$ cat src/rtl/ifu_prefetch.sv
// ifu_prefetch: instruction fetch unit with credit-limited, in-order requests to a
// variable-latency instruction memory and a DEPTH-entry output FIFO ahead of decode.
// Redirects flush the FIFO and discard every response still owed.
// Optional build macro IFU_ALIGN_EXC_EN: misaligned redirect targets produce a single
// exception entry (out_exc=1) instead of a fetch; otherwise redirect_pc[1:0] is ignored.
module ifu_prefetch #(
    parameter logic [31:0] RESET_PC = 32'h0000_3000,
    parameter int          DEPTH    = 4,
    parameter int          CNT_W    = $clog2(DEPTH) + 1
) (
    input  logic             clk,
    input  logic             reset,
    input  logic             redirect_valid,
    input  logic [31:0]      redirect_pc,
    output logic             imem_req,
    output logic [31:0]      imem_addr,
    input  logic             imem_gnt,
    input  logic             imem_rvalid,
    input  logic [31:0]      imem_rdata,
    output logic             out_valid,
    input  logic             out_ready,
    output logic [31:0]      out_instr,
    output logic [31:0]      out_pc,
`ifdef IFU_ALIGN_EXC_EN
    output logic             out_exc,
`endif
    output logic [CNT_W-1:0] fifo_count
);

    localparam int             AW  = $clog2(DEPTH);
    localparam logic [CNT_W:0] LIM = (CNT_W+1)'(DEPTH);

    // r_outstanding counts every response still owed, including ones to be dropped;
    // r_drop_cnt is the subset of those that must be discarded.
    logic [31:0]      r_fetch_pc;
    logic [CNT_W-1:0] r_outstanding;
    logic [CNT_W-1:0] r_drop_cnt;
    logic [CNT_W-1:0] r_count;
    logic             r_idle;
    logic [AW-1:0]    r_pcq_wr, r_pcq_rd;
    logic [AW-1:0]    r_wr_ptr, r_rd_ptr;
    logic [31:0]      r_pcq        [DEPTH];
    logic [31:0]      r_fifo_instr [DEPTH];
    logic [31:0]      r_fifo_pc    [DEPTH];

    logic [31:0]      w_redir_pc;
    logic             w_misalign;
    logic [CNT_W:0]   w_inflight;
    logic             w_credit;
    logic             w_accept;
    logic             w_rsp;
    logic             w_keep;
    logic             w_pop;
    logic             w_fifo_wr;
    logic [AW-1:0]    w_wr_idx;
    logic [31:0]      w_wr_instr;
    logic [31:0]      w_wr_pc;

`ifdef IFU_ALIGN_EXC_EN
    logic             r_fifo_exc [DEPTH];
    assign w_redir_pc = redirect_pc;
    assign w_misalign = (redirect_pc[1:0] != 2'b00);
`else
    assign w_redir_pc = {redirect_pc[31:2], 2'b00};
    assign w_misalign = 1'b0;
`endif

    // Every request issued must have a FIFO slot reserved for its response.
    assign w_inflight = {1'b0, r_outstanding} + {1'b0, r_count};
    assign w_credit   = (w_inflight < LIM);
    assign imem_req   = !reset && !redirect_valid && (r_drop_cnt == '0) && !r_idle && w_credit;
    assign imem_addr  = r_fetch_pc;

    // A response with nothing owed is ignored entirely.
    assign w_accept   = imem_req && imem_gnt;
    assign w_rsp      = imem_rvalid && (r_outstanding != '0);
    assign w_keep     = w_rsp && (r_drop_cnt == '0) && !redirect_valid;
    assign w_pop      = out_valid && out_ready;

    // A misaligned redirect writes its exception entry into slot 0 of the flushed FIFO.
    assign w_fifo_wr  = w_keep || (redirect_valid && w_misalign);
    assign w_wr_idx   = redirect_valid ? '0 : r_wr_ptr;
    assign w_wr_instr = redirect_valid ? 32'h0 : imem_rdata;
    assign w_wr_pc    = redirect_valid ? redirect_pc : r_pcq[r_pcq_rd];

    // Fetch PC, owed-response bookkeeping and the post-exception idle flag.
    always_ff @(posedge clk or posedge reset) begin
        if (reset) begin
            r_fetch_pc    <= RESET_PC;
            r_outstanding <= '0;
            r_drop_cnt    <= '0;
            r_idle        <= 1'b0;
        end else if (redirect_valid) begin
            r_fetch_pc    <= w_redir_pc;
            r_idle        <= w_misalign;
            r_outstanding <= r_outstanding - CNT_W'(w_rsp);
            r_drop_cnt    <= r_outstanding - CNT_W'(w_rsp);
        end else begin
            if (w_accept)
                r_fetch_pc <= r_fetch_pc + 32'd4;
            r_outstanding <= r_outstanding + CNT_W'(w_accept) - CNT_W'(w_rsp);
            if (w_rsp && (r_drop_cnt != '0))
                r_drop_cnt <= r_drop_cnt - CNT_W'(1);
        end
    end

    // PC queue and FIFO pointers; a redirect empties both.
    always_ff @(posedge clk or posedge reset) begin
        if (reset) begin
            r_pcq_wr <= '0;
            r_pcq_rd <= '0;
            r_wr_ptr <= '0;
            r_rd_ptr <= '0;
            r_count  <= '0;
        end else if (redirect_valid) begin
            r_pcq_wr <= '0;
            r_pcq_rd <= '0;
            r_wr_ptr <= AW'(w_misalign);
            r_rd_ptr <= '0;
            r_count  <= CNT_W'(w_misalign);
        end else begin
            r_pcq_wr <= r_pcq_wr + AW'(w_accept);
            r_pcq_rd <= r_pcq_rd + AW'(w_keep);
            r_wr_ptr <= r_wr_ptr + AW'(w_keep);
            r_rd_ptr <= r_rd_ptr + AW'(w_pop);
            r_count  <= r_count + CNT_W'(w_keep) - CNT_W'(w_pop);
        end
    end

    // Storage arrays need no reset: validity is tracked by the pointers and counters.
    always_ff @(posedge clk) begin
        if (w_accept)
            r_pcq[r_pcq_wr] <= r_fetch_pc;
        if (w_fifo_wr) begin
            r_fifo_instr[w_wr_idx] <= w_wr_instr;
            r_fifo_pc[w_wr_idx]    <= w_wr_pc;
`ifdef IFU_ALIGN_EXC_EN
            r_fifo_exc[w_wr_idx]   <= redirect_valid;
`endif
        end
    end

    // Head outputs read zero whenever the FIFO is empty.
    assign out_valid  = (r_count != '0);
    assign out_instr  = out_valid ? r_fifo_instr[r_rd_ptr] : 32'h0;
    assign out_pc     = out_valid ? r_fifo_pc[r_rd_ptr]    : 32'h0;
    assign fifo_count = r_count;
`ifdef IFU_ALIGN_EXC_EN
    assign out_exc    = out_valid ? r_fifo_exc[r_rd_ptr] : 1'b0;
`endif

    // Memory must never return a word that was not requested.
    assert property (@(posedge clk) disable iff (reset) !(imem_rvalid && (r_outstanding == '0)))
        else $error("ifu_prefetch: imem_rvalid with no outstanding request");

endmodule

$ cat config.mk
export PLATFORM = sky130hd
export DESIGN_NAME = ifu_prefetch
export DESIGN_NICKNAME = d
export VERILOG_FILES = /design/src/rtl/ifu_prefetch.sv
export SDC_FILE = /design/constraint.sdc
export NUM_CORES = 1
export LEC_CHECK = 0
export ABC_CLOCK_PERIOD_IN_PS = 9200
export CAP_MARGIN = 20
export CELL_PAD_IN_SITES_DETAIL_PLACEMENT = 1
export CELL_PAD_IN_SITES_GLOBAL_PLACEMENT = 2
export CORE_MARGIN = 3
export CORE_UTILIZATION = 40
export CTS_CLUSTER_SIZE = 28
export DETAILED_ROUTE_END_ITERATION = 8
export GPL_TIMING_DRIVEN = 0
export PLACE_DENSITY = 0.74
export SYNTH_ARGS = -nofsm -noshare
export SYNTH_HDL_FRONTEND = slang
export SYNTH_SLANG_ARGS = --single-unit
export TNS_END_PERCENT = 10
$ cat constraint.sdc
create_clock -name clk -period 9.2 [get_ports clk]
set_input_delay 0.92 -clock clk [delete_from_list [all_inputs] [get_ports clk]]
set_output_delay 0.92 -clock clk [all_outputs]
set_load 0.005 [all_outputs]
==> reports/summary.txt <==
Placer Congestion: 0.800
Rows: 75
Port bufs: 168
DRT iter0 DRCs: 513
Sw power: 1.35 mW
Die height: 214 µm
Global route overflow: 0
Gr busiest metal: met2
Slew @ Worst Pin: 0.957 ns
#FFs+latches synth: 423
Synth area leaders: edfxtp_1 (65%), mux4_2 (12%), dfrtp_1 (6.5%)
Post-synthesis cell count: 984
Post-DP HPWL: 29800 µm
Crit path time final: 4.00 ns
I/O Pins: 171
R2R cell count: 11
Slowest CP cell: clkbuf_1
Final Hold Viols: 0
Register area share after synthesis: 0.722
Worst-path clk slew: 0.06 ns
Cell mode on critical path: clkbuf_1
Hold Path Stages: 1
Core Util, Final: 0.513
First-pass DRT Iterations: 5
Post-CTS Setup Inserts: 0
Synth area leader: edfxtp_1
Fraction of layout cells with a size suffix above 1: 0.183
Post-Place Cells: 1764
Final Max Tran Viols: 0
CTS HTree Levels: 2
TritonCTS Buffers: 45
Met1 Track Usage GR: 0.252
Die Width: 214 µm
Switching Fraction: 0.252
Post-synthesis mux area share: 0.124
Largest family of logic cells by synthesized area: multiplexers
Crit path largest cell delay: 0.61 ns
Initial Utilization: 0.408
Max-cap violations: 0
CTS tree: done
Area grow syn2layout: 25.8%
Fillers: 4001
Largest net degree at the start of global routing: 37
Die ar.: 45700 µm²
Worst Setup Start Kind: flip-flop
Via count: 9541
Drt wl/cell: 22.8 µm
Tcrit/Tclk final: 0.435
Vias per cell: 5.17
CTS Buffer Depth: 3
GRT Overall Usage: 0.187
Rel. slew slack: 0.359
Final setup violation count: 0
Synth Area in Adders: 0.0132
CP Cell Sequence: clkbuf_1 > clkbuf_1 > mux4_2 > and2_1 > clkdlybuf4s50_1
Clock Power Share: 0.348
Non-Filler Instances: 1847
CP Capture Type: output pin
RSZ-0062 raised after global routing: no
WS Path Type: flip-flop to output pin
PwrDens: 247 nW/µm²
Int Power: 4.02 mW
Crit Path Max Fanout: 10
Outcome: complete, no violations
Synth warnings: 0
Syn avg cell area: 17.5 µm²
Worst skew pair latency: 0.56 ns
Synth Area in Simple Gates: 0.0919
Crit path DAT: 3.08 ns
Synth Area in Compound Gates: 0.0238
Wirelength, routed: 42100 µm
Core Box Area: 42300 µm²
Clk sink count: 423
Number of global-route vias before repair: 10200
First-pass GRT wire length: 63300 µm
Diodes inserted: 0
Pleak: 7.36 nW
Initial antenna violation count: 1
Gate power share: 0.235
DR DRC count: 0
Share of the synthesized area in the top cell type: 0.654
Post-CTS sizing: 0
CP required: 8.28 ns
NumNets Final: 1321
Synth Area in XOR/XNOR: 0.00812
Root Buffer: clkbuf_16
Routing usage on met2: 0.323
Hold WC Path Type: flip-flop to flip-flop
Post-synthesis cell area: 17300 µm²
Unique masters post-synth: 51
Post-route ant nets: 0
Seq pwr share: 0.417
Met3 GRT Util: 0.0288
Worst vdd ir: 0.135 mV
Fmax achieved: 250 MHz
Worst Skew: 0.0116 ns
Cts hold-fix bufs: 0
## placed cells by master (no fill, tap or decap), types with 11 or more instances in the layout
cell type	synthesis	final
nand2_1	109	109
clkbuf_16	0	45
buf_6	0	19
dfrtp_1	45	45
edfxtp_1	376	376
nor2_1	17	15
nor2b_1	37	37
o21ai_0	16	16
buf_2	13	13
ha_1	15	15
clkdlybuf4s50_1	0	168
mux4_2	94	94
nand3_1	16	16
inv_1	22	21
and2_1	68	68
nand4_1	11	11
clkbuf_1	28	34
o21ai_1	11	11
## power by group through the flow
stage / Sequential, mW / Combinational (mW) / Clock [mW]
3_5_place_dp: 2.28 / 1.30 / 0
2_1_floorplan: 2.26 / 0.647 / 0
5_1_grt: 2.25 / 1.39 / 1.99
4_1_cts: 2.24 / 1.31 / 1.92
6_report: 2.24 / 1.26 / 1.87
3_3_place_gp: 2.29 / 1.27 / 0
## metrics by stage
step | setup TNS [ns] | hold WS, ns | worst slack [ns] | instance area, µm² | power [mW]
6_report | 0 | 0.561 | 5.20 | 21700 | 5.37
3_3_place_gp | -399.85 | 0.549 | -2.48 | 19700 | 3.56
2_1_floorplan | 0 | 0.503 | 2.56 | 17300 | 2.91
4_1_cts | 0 | 0.561 | 5.08 | 21700 | 5.46
3_5_place_dp | 0 | 0.552 | 4.84 | 20200 | 3.58
5_1_grt | 0 | 0.592 | 4.97 | 21700 | 5.63
## cells in the mapped netlist (all sizes together)
| cell | n |
|---|---|
| mux2i | 1 |
| clkinv | 1 |
| mux2 | 1 |
| or3 | 5 |
| a21boi | 1 |
| mux4 | 94 |
| nand4 | 13 |
| nor2 | 17 |
| a21oi | 6 |
| edfxtp | 376 |
| ha | 15 |
| xnor2 | 10 |
| o21ai | 27 |
| nor2b | 37 |
| clkbuf | 28 |
| o31a | 2 |
| o211ai | 9 |
| fa | 2 |
| nand2b | 3 |
| or4 | 1 |
| dfrtp | 45 |
| xor2 | 6 |
| dfstp | 2 |
| nor3b | 3 |
| nand2 | 109 |
| nand3b | 2 |
| a41oi | 2 |
| inv | 22 |
| conb | 1 |
| nor3 | 7 |
| buf | 19 |
| o311ai | 6 |
| o31ai | 2 |
| a31o | 1 |
| and2 | 68 |
| nor4 | 5 |
| and4 | 1 |
| a211o | 1 |
| a31oi | 8 |
| nand3 | 17 |
| and3 | 8 |
## area by class of cell
class | count | area (µm²) | area share
Buffer | 47 | 200 | 0.00922
Clock buffer | 53 | 1180 | 0.0542
Clock inverter | 30 | 352 | 0.0162
Inverter | 23 | 87.6 | 0.00403
Multi-Input combinational cell | 492 | 4550 | 0.210
Sequential cell | 423 | 12500 | 0.574
Tap cell | 577 | 722 | 0.0333
Timing Repair Buffer | 202 | 2150 | 0.0992
## cells by family (layout without fill, tap and decap cells)
logic type | count (synthesis) | count (layout)
muxes | 96 | 96
DFF | 423 | 423
and+or+nand+nor | 296 | 296
adders and majority gates | 17 | 17
other | 1 | 2
AOI/OAI and AO/OA | 65 | 65
buffers and inverters | 70 | 355
xor gates and xnor gates | 16 | 16
## metal layers
metal  part of all wire  vias to the layer above  routed length [µm]
met5                  0                        -                   0
met4              0.017                        0                 705
met3              0.043                       57                1810
met2               0.50                      197               21100
met1               0.44                     4976               18500
li1                   -                     4311                   -
## critical path: cells and delay by family, from the launching register on
kind | cells | cell delay [ns]
buf+inv | 3 | 1.59
mux | 1 | 0.41
simple gates | 1 | 0.17
flops | 1 | 0.34
## worst paths after layout
kind / slack, ns / from / to
min in group asynchronous: 0.78 / reset / r_outstanding[1]
min: 0.56 / r_outstanding[2] / r_outstanding[2]
min reg2reg: 0.56 / r_outstanding[2] / r_outstanding[2]
max reg2reg: 5.77 / r_outstanding[2] / r_outstanding[2]
max: 5.20 / r_rd_ptr[1] / out_instr[20]
max in group asynchronous: 7.84 / reset / imem_addr[12]
## flip-flops by register name (all words and copies together), names as in the netlist
signal / count
fifo_count: 3
imem_addr: 30
r_drop_cnt: 3
r_fifo_instr: 128
r_fifo_pc: 128
r_outstanding: 3
r_pcq: 120
r_pcq_rd: 2
r_pcq_wr: 2
r_rd_ptr: 2
r_wr_ptr: 2
No activity file was read; power rests on OpenSTA's default activity.
